$ cat src/rtl/game_tick_scheduler.sv
// rtl/game_tick_scheduler.sv - game state machine and shared phase-locked motion strobes
module game_tick_scheduler #(
  parameter int BASE_W    = 9,
  parameter int HOLD_W    = 4,
  parameter int OVER_HOLD = 12
) (
  input  logic clk,
  input  logic reset,
  input  logic start,
  input  logic pause_btn,
  input  logic collide,
  output logic running,
  output logic paused,
  output logic game_over,
  output logic clear_field,
  output logic grav_tick,
  output logic pipe_tick,
  output logic spawn_tick
);

  localparam int CW = BASE_W + 2;
  localparam logic [CW-1:0]     CNT_ONE  = CW'(1);
  localparam logic [HOLD_W-1:0] HOLD_ONE = HOLD_W'(1);
  localparam logic [HOLD_W-1:0] HOLD_MAX = HOLD_W'(OVER_HOLD);

  typedef enum logic [1:0] {IDLE, RUN, PAUSED, OVER} state_t;

  state_t            state;
  logic [CW-1:0]     cnt;
  logic [HOLD_W-1:0] hold_cnt;
  logic              live;

  // Strobes are decoded from registered state so they stay phase-locked to cnt.
  assign live       = (state == RUN) && !collide;
  assign grav_tick  = live && (&cnt[BASE_W-1:0]);
  assign pipe_tick  = live && (&cnt[BASE_W:0]);
  assign spawn_tick = live && (&cnt);

  always_ff @(posedge clk) begin
    if (reset) begin
      state       <= IDLE;
      cnt         <= '0;
      hold_cnt    <= '0;
      running     <= 1'b0;
      paused      <= 1'b0;
      game_over   <= 1'b0;
      clear_field <= 1'b0;
    end else begin
      clear_field <= 1'b0;
      case (state)
        IDLE: begin
          cnt      <= '0;
          hold_cnt <= '0;
          if (start) begin
            state       <= RUN;
            running     <= 1'b1;
            clear_field <= 1'b1;
          end
        end
        RUN: begin
          if (collide) begin
            state     <= OVER;
            cnt       <= '0;
            hold_cnt  <= '0;
            running   <= 1'b0;
            game_over <= 1'b1;
          end else begin
            cnt <= cnt + CNT_ONE;
            if (pause_btn) begin
              state   <= PAUSED;
              running <= 1'b0;
              paused  <= 1'b1;
            end
          end
        end
        PAUSED: begin
          if (pause_btn) begin
            state   <= RUN;
            running <= 1'b1;
            paused  <= 1'b0;
          end
        end
        OVER: begin
          // cnt doubles as the lockout divider; hold_cnt counts its low-field rollovers.
          cnt <= cnt + CNT_ONE;
          if ((&cnt[BASE_W-1:0]) && (hold_cnt < HOLD_MAX))
            hold_cnt <= hold_cnt + HOLD_ONE;
          if (start && (hold_cnt == HOLD_MAX)) begin
            state       <= RUN;
            cnt         <= '0;
            hold_cnt    <= '0;
            running     <= 1'b1;
            game_over   <= 1'b0;
            clear_field <= 1'b1;
          end
        end
        default: state <= IDLE;
      endcase
    end
  end

endmodule
$ cat config.mk
export PLATFORM = sky130hd
export DESIGN_NAME = game_tick_scheduler
export DESIGN_NICKNAME = d
export VERILOG_FILES = /design/src/rtl/game_tick_scheduler.sv
export SDC_FILE = /design/constraint.sdc
export NUM_CORES = 1
export LEC_CHECK = 0
export ABC_CLOCK_PERIOD_IN_PS = 3050
export CAP_MARGIN = 20
export CORE_MARGIN = 2
export CORE_UTILIZATION = 40
export DETAILED_ROUTE_END_ITERATION = 10
export RECOVER_POWER = 100
export SYNTH_ARGS = -nofsm -noshare
export SYNTH_HDL_FRONTEND = slang
export SYNTH_SLANG_ARGS = --single-unit
$ cat constraint.sdc
create_clock -name clk -period 3.05 [get_ports clk]
set_clock_uncertainty 0.1 [all_clocks]
set_input_delay 0.915 -clock clk [delete_from_list [all_inputs] [get_ports clk]]
set_output_delay 0.915 -clock clk [all_outputs]
set_load 0.05 [all_outputs]
==> results of run 1 <==
[worst paths after layout]
| path | from | endpoint |
|---|---|---|
| hold / removal | hold_cnt[1] | hold_cnt[1] |
| setup / recovery | cnt[3] | grav_tick |
| setup reg to reg | cnt[3] | hold_cnt[2] |
| hold reg to reg | hold_cnt[1] | hold_cnt[1] |
[layout make-up]
type	count	area, µm²
Clock buffer	3	22.5
Timing Repair Buffer	18	169
Fill cell	280	1400
Multi-Input combinational cell	101	697
Sequential cell	21	420
Clock inverter	1	5.00
Tap cell	31	38.8
Inverter	7	26.3
[timing repair]
action,4_1_cts,5_1_grt
setup endpoints to repair,1,2
buffers inserted,0,1
cloned,0,0
pin swaps,1,1
gates resized for setup,2,3
[state kept, by name, summed over array words and instances, names as in the netlist]
signal,count
game_over,1
state,2
paused,1
hold_cnt,4
running,1
cnt,11
clear_field,1
[layer usage]
metal | share of wire [%] | vias up | GRT usage (%)
li1 | - | 512 | -
met1 | 50 | 447 | 21.6
met2 | 46 | 12 | 24.2
met3 | 2.9 | 2 | 2.90
met4 | 0.71 | 0 | 5.98
met5 | 0 | - | 0
[cells in the final DEF, fill, tap and decap left out, types with 2 or more instances in the layout]
cell,n
nor2_1,19
nor2b_1,2
nand2b_1,4
nand2_1,13
clkbuf_1,3
xnor2_1,4
mux2i_1,2
a31oi_1,2
and4_1,2
buf_4,4
buf_12,2
nand4_1,4
ha_1,8
nand3_1,3
clkbuf_4,3
xor2_1,2
a21oi_1,4
inv_1,7
a22oi_1,3
dlygate4sd3_1,6
mux2_2,2
nor3_1,3
dfxtp_1,21
[metrics by stage]
step | power, mW | std cells | instance area, µm² | utilization (%)
2_1_floorplan | 0.616 | 134 | 1190 | -
3_3_place_gp | 0.730 | 177 | 1390 | 50.1
3_5_place_dp | 0.738 | 177 | 1390 | 50.1
4_1_cts | 0.883 | 181 | 1430 | 51.5
5_1_grt | 0.903 | 182 | 1380 | 49.6
6_report | 0.846 | 182 | 1380 | 49.6
[power by group]
group	internal [mW]	total, mW	switching, mW
clock network	0.0490	0.141	0.0917
registers	0.308	0.333	0.0245
logic	0.148	0.372	0.224
total	0.505	0.846	0.340
[worst max-delay path, stage by stage (launching register included)]
cell and delay, ns:
dfxtp_1 0.43, and4_1 0.31, nand2_1 0.08, nor2_1 0.09
ha_1 0.20, and2_0 0.23, buf_12 0.16
[logic make-up after synthesis]
group                    Yosys count
AO/OA/AOI/OAI                     20
XOR/XNOR                           6
adder cells (fa/ha/maj)            8
buffers and inverters             12
flip-flops                        21
multiplexers                       4
AND/OR/NAND/NOR                   63
==> impl_metrics.py, run 1 <==
metrics = {
    "timing": {
        "post-route-min-period_ns": 2.83,
        "fin_ws_ns": 0.219,
        "fin_setup_tns_ns": 0,
        "max_freq_mhz": 353,
        "hold_viol_final": 0,
        "rsz0062_at_grt": "false",
        "setup_viol": 0,
        "hold_slack_ns": 0.404,
        "period_share_pct": 92.8,
        "worstMarginPinSlew_ns": 0.545,
        "max_slew_margin_pct": 63.7,
        "maxSlewViolCount": 0,
    },
    "setup_path": {
        "critPathCaptureType": "primary output",
        "worstSetupPathType": "reg -> out",
        "required_ns": 2.03,
        "r2r_slack_ns": 0.61,
        "cp.arrival_ns": 1.82,
        "worst_setup_path_start_kind": "flip-flop",
        "cp_max_fo": 5,
        "rr_worst_depth": 9,
    },
    "layout": {
        "diodes": 0,
        "nets": 165,
        "area_delta_synth_final_pct": 17.2,
        "drive_gt1_share_pct": 11.9,
    },
    "synth": {
        "synthTopCellsByArea": "dfxtp_1 (36%), ha_1 (8.5%), nor2_1 (6.1%), nand2_1 (4.1%), xnor2_1 (3.0%)",
        "synth_most_common_cell": "dfxtp_1",
        "yosysSeqAreaShare_pct": 35.7,
        "ys_ff_latch": 21,
        "syn_inst": 134,
        "synth_top_family_by_area": "simple AND/OR/NAND/NOR gates",
        "synth_warnings": 0,
        "syn-num-nets": 147,
        "synth_cell_types": 41,
        "synth_adder_area_share_pct": 8.51,
        "synth_xor_area_share_pct": 4.47,
        "synth_commonest_cells": "dfxtp_1 (21), nor2_1 (19), nand2_1 (13)",
        "muxShareOfSynthArea_pct": 3.62,
        "synthFlopType": "dfxtp_1",
        "synth-edff-count": 0,
        "synth_compound_area_share_pct": 14.7,
        "syn_area_um2": 1180,
        "yosys.area.top_type_share_pct": 35.7,
        "async_reset_ff_share_pct": 0,
        "syn_area_per_cell_um2": 8.78,
        "yosys.area.top_type": "dfxtp_1",
        "synth-simple-area-share_pct": 29.1,
    },
    "global_route": {
        "grt_pass1_vias": 899,
        "track_usage_pct": 15.6,
        "grt.overflow.total": 0,
        "grt_pass1_wl_mm": 4.07,
        "grt_max_degree": 16,
        "antenna_found_initial": 0,
    },
    "power": {
        "irDropWorstVdd_uv": 378,
        "leakage_nw": 0.533,
        "powerDensity_nw_per_um2": 613,
    },
    "drt": {
        "firstDrtPassIters": 4,
        "finalWirelength_mm": 2.39,
        "wl_per_cell_um": 13.1,
        "drtIter0Drc": 18,
        "routed-via-count": 973,
        "ant_nets": 0,
        "drc": 0,
        "vias_per_cell": 5.35,
    },
    "cts": {
        "tritoncts": "yes",
        "cts.sinks": 21,
        "clk_pin_slew_ns": 0.13,
        "numCtsBuffers": 3,
        "clk_latency_ns": 0.31,
        "clockRootBuffer": "clkbuf_4",
        "cts_hold_buffers": 0,
        "clockBufferDepth": 2,
        "htreeDepth": 1,
    },
    "placement": {
        "gp_congestion": 0.803,
        "preCtsSetupSlack_ns": -0.0727,
        "port-buffer-count": 11,
        "hpwlAfterDp_mm": 1.84,
    },
    "worst_hold_path": {
        "hold_path_class": "reg -> reg",
        "holdPathStages": 2,
    },
    "floorplanning": {
        "die-area_um2": 3390,
        "ioPinCount": 12,
        "die_h_um": 58.2,
        "std_cell_rows": 19,
        "core_area_um2": 2780,
        "start_util_pct": 42.3,
        "die_x_um": 58.2,
    },
    "flow_run": {
        "cap_viol_max_count": 0,
    },
    "run_status": {
        "status": "finished, final reports clean",
    },
}
(Power assumes the default switching activity.)
==> run 2: changes to the inputs <==
--- a/config.mk
+++ b/config.mk
@@ -10,6 +10,7 @@
 export CORE_MARGIN = 2
 export CORE_UTILIZATION = 40
 export DETAILED_ROUTE_END_ITERATION = 10
+export PLACE_DENSITY = 0.65
 export RECOVER_POWER = 100
 export SYNTH_ARGS = -nofsm -noshare
 export SYNTH_HDL_FRONTEND = slang
==> run 2 against run 1 <==
  * Via count grew 4.6%
  * Utilization is 0.67 points higher
  * Hold slack got worse by 0.0028 ns
  * Critical path type is now in -> out
==> impl_metrics.py, run 2 (synthesis gave the netlist of run 1 again) <==
metrics = {
    "placement": {
        "gp_congestion": 0.819,
        "port-buffer-count": 11,
        "dp_cells": 176,
        "post_dp_cell_area_um2": 1390,
        "hpwlAfterDp_mm": 1.81,
        "preCtsSetupSlack_ns": -0.0762,
    },
    "cts": {
        "clk_latency_ns": 0.31,
        "htreeDepth": 1,
        "clockBufferDepth": 2,
        "clk_pin_slew_ns": 0.12,
        "tritoncts": "yes",
        "numCtsBuffers": 3,
        "clockRootBuffer": "clkbuf_4",
        "cts.sinks": 21,
        "cts_hold_buffers": 0,
    },
    "layout": {
        "fin_util_pct": 50.2,
        "layout_common_cells": "dfxtp_1 (21), nor2_1 (19), nand2_1 (13)",
        "largest-register": "cnt",
        "area_delta_synth_final_pct": 18.8,
        "diodes": 0,
        "nets": 163,
        "largest_reg_flops": 11,
        "final_common_cell": "dfxtp_1",
        "fin_area_um2": 1400,
        "instances_no_fill": 180,
        "nFillCells": 290,
        "drive_gt1_share_pct": 11.4,
        "reg_top3": "cnt (11), hold_cnt (4), state (2)",
    },
    "timing": {
        "worstMarginPinSlew_ns": 0.656,
        "post-route-min-period_ns": 3.03,
        "fin_setup_tns_ns": 0,
        "fin_ws_ns": 0.0229,
        "period_share_pct": 99.2,
        "hold_viol_final": 0,
        "max_freq_mhz": 330,
        "setup_viol": 0,
        "maxSlewViolCount": 0,
        "hold_slack_ns": 0.401,
        "rsz0062_at_grt": "false",
        "max_slew_margin_pct": 56.0,
    },
    "setup_path": {
        "path_cells": "clkdlybuf4s50_1, nand2b_2, nor4_4, buf_12",
        "worst_setup_path_start_kind": "input port",
        "cp.arrival_ns": 2.01,
        "worstSetupPathType": "in -> out",
        "cpMaxStageDelayCell": "clkdlybuf4s50_1",
        "cp_max_fo": 3,
        "critPathCaptureType": "primary output",
        "crit_path_max_incr_delay_ns": 0.45,
        "required_ns": 2.03,
    },
    "power": {
        "power_uw": 835,
        "leakage_nw": 0.537,
        "irDropWorstVdd_uv": 544,
        "powerDensity_nw_per_um2": 597,
    },
    "flow_run": {
        "cap_viol_max_count": 0,
    },
    "drt": {
        "vias_per_cell": 5.66,
        "drtIter0Drc": 23,
        "finalWirelength_mm": 2.45,
        "firstDrtPassIters": 4,
        "drc": 0,
        "routed-via-count": 1018,
        "wl_per_cell_um": 13.6,
        "ant_nets": 0,
    },
    "global_route": {
        "grt_max_degree": 16,
        "grt.overflow.total": 0,
        "track_usage_pct": 15.4,
        "grt_pass1_wl_mm": 4.07,
        "antenna_found_initial": 0,
        "grt_pass1_vias": 977,
    },
    "floorplanning": {
        "core_area_um2": 2780,
        "std_cell_rows": 19,
        "die-area_um2": 3390,
        "die_x_um": 58.2,
        "ioPinCount": 12,
        "start_util_pct": 42.3,
        "die_h_um": 58.2,
    },
    "worst_hold_path": {
        "hold_path_class": "reg -> reg",
    },
    "run_status": {
        "status": "finished, final reports clean",
    },
}
run 2: final cells by class:
class / instances / area (µm²) / share of cell area, %
tap: 31 / 38.8 / 2.78
clock buffer: 4 / 26.3 / 1.88
timing repair buffer: 16 / 170 / 12.2
sequential: 21 / 420 / 30.1
inverter: 7 / 26.3 / 1.88
multi-input combinational: 101 / 716 / 51.2
run 2: report_power, final:
part / leakage (nW) / switching, mW / internal (mW) / total [mW]
Sequential: 0.170 / 0.0250 / 0.308 / 0.333
Clock: 0.0150 / 0.0893 / 0.0511 / 0.140
Combinational: 0.352 / 0.224 / 0.137 / 0.361
run 2: repair_timing:
action,CTS,global route
gates resized for setup,3,0
buffers inserted,0,0
setup endpoints to repair,1,1
pin swaps,1,1
run 2: per-layer routing:
layer  vias up  wire length (µm)  global-route usage [%]
met5         -                 0                       0
met4         0                40                    3.99
met3         6               122                    4.91
met1       486              1070                    17.5
met2        24              1220                    27.8
li1        502                 -                       -
run 2: path summary, 6_finish.rpt:
check	startpoint	to	slack, ns	cells past startpoint
worst max-delay path	collide	spawn_tick	0.02	4
worst min-delay path	hold_cnt[1]	hold_cnt[1]	0.40	2
worst max register to register	cnt[0]	hold_cnt[0]	0.40	8
worst min register to register	hold_cnt[1]	hold_cnt[1]	0.40	2
run 2: worst max-delay path: cells and delay by family:
kind / cells / cell delay [ns]
and+or+nand+nor: 2 / 0.47
buffers and inverters: 2 / 0.63
